--- src/rtl/serial_frame6.sv ---
// Serial-to-parallel front end: assembles LSB-first bits into 6-bit frames
// and buffers them in a 2-entry FIFO behind a valid/ready port.
module serial_frame6 #(
    parameter int DEPTH = 2
) (
    input  logic       clk,
    input  logic       rst_n,
    input  logic       start,
    input  logic       bit_in,
    input  logic       bit_vld,
    output logic [5:0] out_word,
    output logic       out_vld,
    input  logic       out_rdy,
    output logic [2:0] bit_cnt,
    output logic [1:0] fifo_cnt,
    output logic       overflow
);

    localparam logic [1:0] FULL_CNT = 2'(DEPTH);

    logic [5:0] part_q, part_d;
    logic [2:0] bit_cnt_q, bit_cnt_d;
    logic [5:0] mem_q [2];
    logic [5:0] mem_d [2];
    logic       wr_ptr_q, wr_ptr_d;
    logic       rd_ptr_q, rd_ptr_d;
    logic [1:0] fifo_cnt_q, fifo_cnt_d;
    logic       overflow_q, overflow_d;
    logic [5:0] out_word_q, out_word_d;
    logic       out_vld_q, out_vld_d;

    logic       push_s;
    logic [5:0] frame_s;
    logic       pop_s;
    logic       full_s;
    logic       push_ok_s;
    logic       drop_s;

    // Collector: bit assembly, frame completion and start realignment
    always_comb begin
        part_d    = part_q;
        bit_cnt_d = bit_cnt_q;
        push_s    = 1'b0;
        frame_s   = 6'd0;
        if (start) begin
            bit_cnt_d = 3'd0;
            if (bit_vld) begin
                part_d[0] = bit_in;
                bit_cnt_d = 3'd1;
            end else begin
                part_d = part_q;
            end
        end else if (bit_vld) begin
            if (bit_cnt_q == 3'd5) begin
                push_s    = 1'b1;
                frame_s   = {bit_in, part_q[4:0]};
                bit_cnt_d = 3'd0;
            end else begin
                for (int i = 0; i < 6; i++) begin
                    if (bit_cnt_q == 3'(i)) begin
                        part_d[i] = bit_in;
                    end else begin
                        part_d[i] = part_q[i];
                    end
                end
                bit_cnt_d = bit_cnt_q + 3'd1;
            end
        end else begin
            bit_cnt_d = bit_cnt_q;
        end
    end

    // FIFO bookkeeping, registered head word and sticky overflow
    always_comb begin
        pop_s      = out_vld_q & out_rdy;
        full_s     = (fifo_cnt_q == FULL_CNT);
        push_ok_s  = push_s & (~full_s | pop_s);
        drop_s     = push_s & full_s & ~pop_s;
        mem_d      = mem_q;
        wr_ptr_d   = wr_ptr_q ^ push_ok_s;
        rd_ptr_d   = rd_ptr_q ^ pop_s;
        fifo_cnt_d = fifo_cnt_q;
        out_word_d = out_word_q;
        overflow_d = overflow_q;

        if (push_ok_s) begin
            mem_d[wr_ptr_q] = frame_s;
        end else begin
            mem_d = mem_q;
        end

        case ({push_ok_s, pop_s})
            2'b10:   fifo_cnt_d = fifo_cnt_q + 2'd1;
            2'b01:   fifo_cnt_d = fifo_cnt_q - 2'd1;
            default: fifo_cnt_d = fifo_cnt_q;
        endcase
        out_vld_d = (fifo_cnt_d != 2'd0);

        // When full, the pushed frame lands in the slot just popped, so the
        // new head is the other entry, which was written earlier.
        if (pop_s) begin
            if (fifo_cnt_q == 2'd2) begin
                out_word_d = mem_q[~rd_ptr_q];
            end else if (push_ok_s) begin
                out_word_d = frame_s;
            end else begin
                out_word_d = out_word_q;
            end
        end else if ((fifo_cnt_q == 2'd0) && push_ok_s) begin
            out_word_d = frame_s;
        end else begin
            out_word_d = out_word_q;
        end

        if (start) begin
            overflow_d = 1'b0;
        end else begin
            overflow_d = overflow_q;
        end
        if (drop_s) begin
            overflow_d = 1'b1;
        end else begin
            overflow_d = overflow_d;
        end
    end

    // State registers
    always_ff @(posedge clk or negedge rst_n) begin
        if (!rst_n) begin
            part_q     <= 6'd0;
            bit_cnt_q  <= 3'd0;
            mem_q[0]   <= 6'd0;
            mem_q[1]   <= 6'd0;
            wr_ptr_q   <= 1'b0;
            rd_ptr_q   <= 1'b0;
            fifo_cnt_q <= 2'd0;
            overflow_q <= 1'b0;
            out_word_q <= 6'd0;
            out_vld_q  <= 1'b0;
        end else begin
            part_q     <= part_d;
            bit_cnt_q  <= bit_cnt_d;
            mem_q      <= mem_d;
            wr_ptr_q   <= wr_ptr_d;
            rd_ptr_q   <= rd_ptr_d;
            fifo_cnt_q <= fifo_cnt_d;
            overflow_q <= overflow_d;
            out_word_q <= out_word_d;
            out_vld_q  <= out_vld_d;
        end
    end

    assign out_word = out_word_q;
    assign out_vld  = out_vld_q;
    assign bit_cnt  = bit_cnt_q;
    assign fifo_cnt = fifo_cnt_q;
    assign overflow = overflow_q;

endmodule
--- config.mk ---
export PLATFORM = sky130hd
export DESIGN_NAME = serial_frame6
export DESIGN_NICKNAME = d
export VERILOG_FILES = /design/src/rtl/serial_frame6.sv
export SDC_FILE = /design/constraint.sdc
export NUM_CORES = 1
export LEC_CHECK = 0
export BUFFER_PORTS_ARGS = -buffer_cell sky130_fd_sc_hd__buf_2
export CAP_MARGIN = 20
export CORE_MARGIN = 2
export CORE_UTILIZATION = 32
export CTS_CLUSTER_DIAMETER = 120
export DETAILED_ROUTE_END_ITERATION = 12
export PLACE_DENSITY_LB_ADDON = 0.2
export SYNTH_ARGS = -nofsm -noshare
export SYNTH_HDL_FRONTEND = slang
export SYNTH_SLANG_ARGS = --single-unit
export TNS_END_PERCENT = 50
--- constraint.sdc ---
create_clock -name clk -period 3.45 [get_ports clk]
set_input_delay 0.345 -clock clk [delete_from_list [all_inputs] [get_ports clk]]
set_output_delay 0.345 -clock clk [all_outputs]
set_load 0.005 [all_outputs]
Word level (Yosys, flattened, before mapping)
Cells that the tools add are included.

word-level totals
  output and inout bits = 13
  flip-flop bits (word level) = 32
  bits of input ports = 6
  word-level logic and storage cells = 87

cells by class
  $lt $le $gt $ge = 3
  bitwise operators = 14
  add/subtract/negate cells = 3
  multiplexer cells = 28
  reductions and logical operators = 15
  eq/ne operators = 10

operators by type and width
  kind                                                 number
  two-way mux 6 bit                                    11
  AND reduction 4 bit                                  4
  bitwise mux 12 bit                                   1
  two-way mux 1 bit                                    11
  nonzero test 2 bit                                   5
  two-way mux 3 bit                                    3
  demux 6 bit (select 1 bit)                           1
  equality test 3 x 2 -> 1 bit, second input constant  2
  equality test 3 bit, second input constant           2
  NOT 1 bit                                            5
  bitwise AND 1 bit                                    4
  equality test 2 bit, second input constant           2
  >= comparator 2 bit, second input constant           2
  NOT 1 -> 2 bit                                       2
  case mux 2 bit (2 select lines)                      1
  adder 3 x 1 -> 3 bit, second input constant          1
  equality test 3 x 1 -> 1 bit, second input constant  1
  logical NOT 3 bit                                    1
  != test 3 x 1 -> 1 bit, second input constant        1
  AND reduction 3 bit                                  1
  adder 2 x 1 -> 2 bit, second input constant          1
  equality test 2 x 1 -> 1 bit, second input constant  1
  logical AND 1 bit                                    2
  logical NOT 2 bit                                    1
  other kinds (6)                                      7

Logic depth before layout (Yosys ltp)
  depth after elaboration = 8
  depth in mapped cells = 9
  mapped depth without buffers = 8

Worst setup path before layout
OpenSTA, ideal clock, no wires.

  path kind = register -> register
  start = register bit_cnt_q[1], in the netlist bit_cnt[1]
  end = register out_vld_q, in the netlist out_vld
  period minus slack after synthesis = 1965 ps
  setup time = 127 ps
  arrival time = 1838 ps
  cell stages (with the launch flop) = 10
  path slack = 1485 ps
  data required time = 3323 ps
  path through = dfrtp_1 > and3b_1 > buf_6 > and2_4 > nand2b_1 > ha_1 > xnor2_1 > nor2_1 > xor2_1 > or2_2

between the ends
  word-level cells in the longest chain between the ends = 8

RTL lines
  what                                                                        RTL line  text
  start, declared                                                             22        logic [2:0] bit_cnt_q, bit_cnt_d;
  start signal, assigned                                                      142       bit_cnt_q <= bit_cnt_d;
  equality test 3 bit (*)                                                     n/a
  two-way mux 1 bit (*)                                                       54        if (bit_cnt_q == 3'd5) begin
  two-way mux 1 bit (*)                                                       53        end else if (bit_vld) begin
  two-way mux 1 bit (*)                                                       45        if (start) begin
  bitwise AND 1 bit (*)                                                       77        push_ok_s = push_s & (~full_s | pop_s);
  equality test 2 x 1 -> 1 bit / equality test 2 bit (equally long branches)  92        case ({push_ok_s, pop_s})
  case mux 2 bit (2 select lines) (*)                                         92
  net fifo_cnt_d[1]                                                           27        logic [1:0] fifo_cnt_q, fifo_cnt_d;
  nonzero test 2 bit (*)                                                      97        out_vld_d = (fifo_cnt_d != 2'd0);
  net out_vld_d                                                               30        logic out_vld_q, out_vld_d;
  end signal, assigned                                                        149       out_vld_q <= out_vld_d;
  end, declared                                                               30

The timed path passes the listed nets; every way through them passes the cells marked *.
A chain may end at the register's enable or synchronous reset.

Worst setup path in the final report
Same ends and word-level chain as after synthesis.

==> impl_metrics.toml <==
[outcome]
run_status = "completed"

[placed_design]
buffer_ports.inserted = 18
gp_congestion = 0.777
hpwl_mm = 2.17

[route]
postRouteAntennaNets = 0
via_per_inst = 4.72
via_count = 1086
drtPass1Iterations = 4
drc = 0
route.detailed.wl_per_inst_um = 13.6
first_iter_violations = 48
wirelength_mm = 3.13

[sta]
worst_slew_margin_relative_to_its_limit_pct = 52.2
number_of_hold_violations_in_the_final_report = 0
setup_viol = 0
tightestPinTransition_ns = 0.717
finalSetupTns_ns = 0
clock_period_minus_worst_slack_ns = 2.32
report.final.slew_viol_count = 0
final_period_utilization_pct = 67.1
clock_skew_ns = 0.00824
clock.fmax_mhz = 432
rsz0062_at_grt = "no"

[cts]
cts_resized = 0
numCtsBuffers = 5
clk_pin_slew_ns = 0.06
worst_case_clock_buffer_depth = 2
postCtsSetupBuffers = 0
clkLatencyLatePin_ns = 0.28
cts_tree = "yes"
clkSinkCount = 32
postCtsHoldBufs = 0
htree_num_levels = 2
cts_root_buf = "sky130_fd_sc_hd__clkbuf_8"

[die]
io-pin-count = 19
die_height_um = 74.4
core_region_area_sq_mm = 0.00475
start_util_pct = 33.3
placement_rows = 25
fp.dieW_um = 74.4
floorplan.die_area_sq_mm = 0.00553

[power_and_ir_drop]
irDropWorstVdd_uv = 228
total_power_mw = 1.15
power.density_cell_area_mw_per_mm2 = 648
power.switching_fraction_pct = 31.5
power_frac_comb_pct = 26.7
internal_power_uw = 787
pwr-share-clk_pct = 22.0
sequentialPowerShare_pct = 51.3
p_switching_uw = 362
cellLeakagePower_nw = 0.867

[synth]
synth_seq_cells = 32
post_synth_num_cell_types = 31
synth_area_per_cell_sq_um = 10.7
synth-warning-count = 0
syn_area_sq_mm = 0.00158
synthCells = 148
synth_fp_nets = 158
sequential_share_of_the_synthesized_area_pct = 50.6

[worst_setup_path]
regToRegStartpoint = "bit_cnt[1]"
regToRegEndpoint = "out_vld"
cp_max_fo = 13
critical_path.endpoint_type = "flop"
critPathKind = "reg -> reg"
cp_data_required_time_ns = 3.61
arrival_ns = 2.47
worst_r2r_path_depth = 8
worst_setup_sp_type = "flop"
setup.reg_to_reg.worst_slack_ns = 1.13

[global_routing]
antenna_violations_before_repair = 0
grt_start_max_net_pins = 33
grt_pass1_wl_mm = 5.36
groute.usage.overall_pct = 13.2
globalRouteOverflowTotal = 0
via_count_of_the_first_global_routing_pass = 1091

[hold_path]
hold_class = "in -> async"

[final_layout]
layout-drive-gt1-share_pct = 23.3
final_net_count = 175
synthToLayoutAreaGrowth_pct = 11.9
antenna_cells_inserted = 0

[job]
drv_cap = 0
-- power groups by stage --
stage                     combinational, mW  clock (mW)  sequential (mW)
after global routing                  0.342       0.284            0.611
after detailed placement              0.313           0            0.598
after CTS                             0.314       0.261            0.592
final                                 0.307       0.253            0.590
after global placement                0.302           0            0.591
after floorplan                       0.223           0            0.568
-- metrics by stage --
step	area [sq um]	instances	utilization [%]	hold slack, ns	worst slack (ns)
2_1_floorplan	1580	148	-	0.0494	1.49
3_3_place_gp	1700	225	35.8	0.441	1.25
3_5_place_dp	1700	225	35.8	0.461	1.14
4_1_cts	1770	230	37.3	0.159	1.13
5_1_grt	1770	230	37.3	0.184	1.03
6_report	1770	230	37.3	0.114	1.13
-- critical path: stages (launching register included) --
cell and delay [ns]:
sky130_fd_sc_hd__dfrtp_1 0.45, sky130_fd_sc_hd__and3b_1 0.49, sky130_fd_sc_hd__and2_4 0.30, sky130_fd_sc_hd__nand2b_1 0.10
sky130_fd_sc_hd__ha_1 0.20, sky130_fd_sc_hd__xnor2_1 0.16, sky130_fd_sc_hd__nor2_1 0.07, sky130_fd_sc_hd__xor2_1 0.15
sky130_fd_sc_hd__or2_2 0.28
-- synthesized netlist by cell type --
cell / number / share of area, %
sky130_fd_sc_hd__and3b_1: 1 / 0.55
sky130_fd_sc_hd__nor3_1: 1 / 0.32
sky130_fd_sc_hd__or2_2: 1 / 0.40
sky130_fd_sc_hd__a31oi_1: 1 / 0.40
sky130_fd_sc_hd__nor3b_1: 1 / 0.47
sky130_fd_sc_hd__mux2_1: 3 / 2.1
sky130_fd_sc_hd__nand4_1: 6 / 2.4
sky130_fd_sc_hd__nor4b_2: 1 / 0.95
sky130_fd_sc_hd__xor2_1: 2 / 1.1
sky130_fd_sc_hd__buf_2: 1 / 0.32
sky130_fd_sc_hd__nor2b_4: 1 / 0.87
sky130_fd_sc_hd__o21ai_1: 16 / 5.1
sky130_fd_sc_hd__o211ai_2: 1 / 0.79
sky130_fd_sc_hd__and2_4: 1 / 0.55
sky130_fd_sc_hd__nor2_1: 8 / 1.9
sky130_fd_sc_hd__clkbuf_1: 4 / 0.95
sky130_fd_sc_hd__buf_6: 3 / 2.1
sky130_fd_sc_hd__xnor2_1: 3 / 1.7
sky130_fd_sc_hd__and2_1: 2 / 0.79
sky130_fd_sc_hd__mux2i_1: 8 / 5.1
sky130_fd_sc_hd__nand3_1: 13 / 4.1
sky130_fd_sc_hd__nand2_2: 1 / 0.40
sky130_fd_sc_hd__and4bb_2: 1 / 0.79
sky130_fd_sc_hd__nand2b_1: 2 / 0.79
sky130_fd_sc_hd__dfrtp_1: 32 / 51
sky130_fd_sc_hd__nand2_1: 2 / 0.47
sky130_fd_sc_hd__nand4b_1: 1 / 0.55
sky130_fd_sc_hd__inv_1: 16 / 3.8
sky130_fd_sc_hd__o21ai_0: 3 / 0.95
sky130_fd_sc_hd__mux2_2: 8 / 5.7
sky130_fd_sc_hd__ha_1: 4 / 3.2
-- flip-flops by register name (all words and copies together), names as in the netlist --
register  count
bit_cnt       3
rd_ptr_q      1
overflow      1
wr_ptr_q      1
out_word      6
part_q        5
fifo_cnt      2
mem_q        12
out_vld       1
-- worst max path at each step --
stage / startpoint / to / slack (ns) / cells after the start
final: bit_cnt[1] / out_vld / 1.13 / 8
after global routing: bit_cnt[0] / out_vld / 1.03 / 8
after CTS: bit_cnt[1] / out_vld / 1.13 / 8
after detailed placement: bit_cnt[1] / out_vld / 1.14 / 8
after global placement: bit_cnt[1] / out_vld / 1.25 / 8
after floorplan: bit_cnt[1] / out_vld / 1.49 / 9
-- cell usage in the layout (no fill, tap or decap), types with 2 or more instances in the layout --
cell                       count
sky130_fd_sc_hd__nand2_1       2
sky130_fd_sc_hd__o21ai_0       3
sky130_fd_sc_hd__nand3_1      13
sky130_fd_sc_hd__nor2_1        8
sky130_fd_sc_hd__nand4_1       6
sky130_fd_sc_hd__inv_1        16
sky130_fd_sc_hd__mux2i_1       8
sky130_fd_sc_hd__xor2_1        2
sky130_fd_sc_hd__ha_1          4
sky130_fd_sc_hd__buf_2        18
sky130_fd_sc_hd__xnor2_1       3
sky130_fd_sc_hd__dfrtp_1      32
sky130_fd_sc_hd__mux2_2        8
sky130_fd_sc_hd__clkbuf_8      5
sky130_fd_sc_hd__nand2b_1      2
sky130_fd_sc_hd__and2_1        2
sky130_fd_sc_hd__o21ai_1      16
sky130_fd_sc_hd__mux2_1        3
-- kinds of logic (layout without fill, tap and decap cells) --
logic type,count (synthesis),in the layout,synth area share [%]
and+or+nand+nor,43,43,16.3
DFF,32,32,50.6
buffers and inverters,24,39,7.19
AOI/OAI and AO/OA,21,21,7.19
muxes,19,19,12.9
xor gates and xnor gates,5,5,2.77
adders and majority gates,4,4,3.16
-- routing by layer --
metal  vias up  track usage (%)  wire [um]  share of wire, %
li1        535                -          -                 -
met1       526             16.5       1450                46
met2        19             21.3       1490                48
met3         6             4.47        138               4.4
met4         0             5.16         52               1.7
met5         -                0          0                 0
-- area by class of cell --
class,instances,area (sq um)
Multi-Input combinational cell,92,669
Timing Repair Buffer,18,90.1
Tap cell,67,83.8
Fill cell,501,2980
Clock buffer,5,68.8
Inverter,16,60.1
Sequential cell,32,801
No activity file was read; power rests on OpenSTA's default activity.
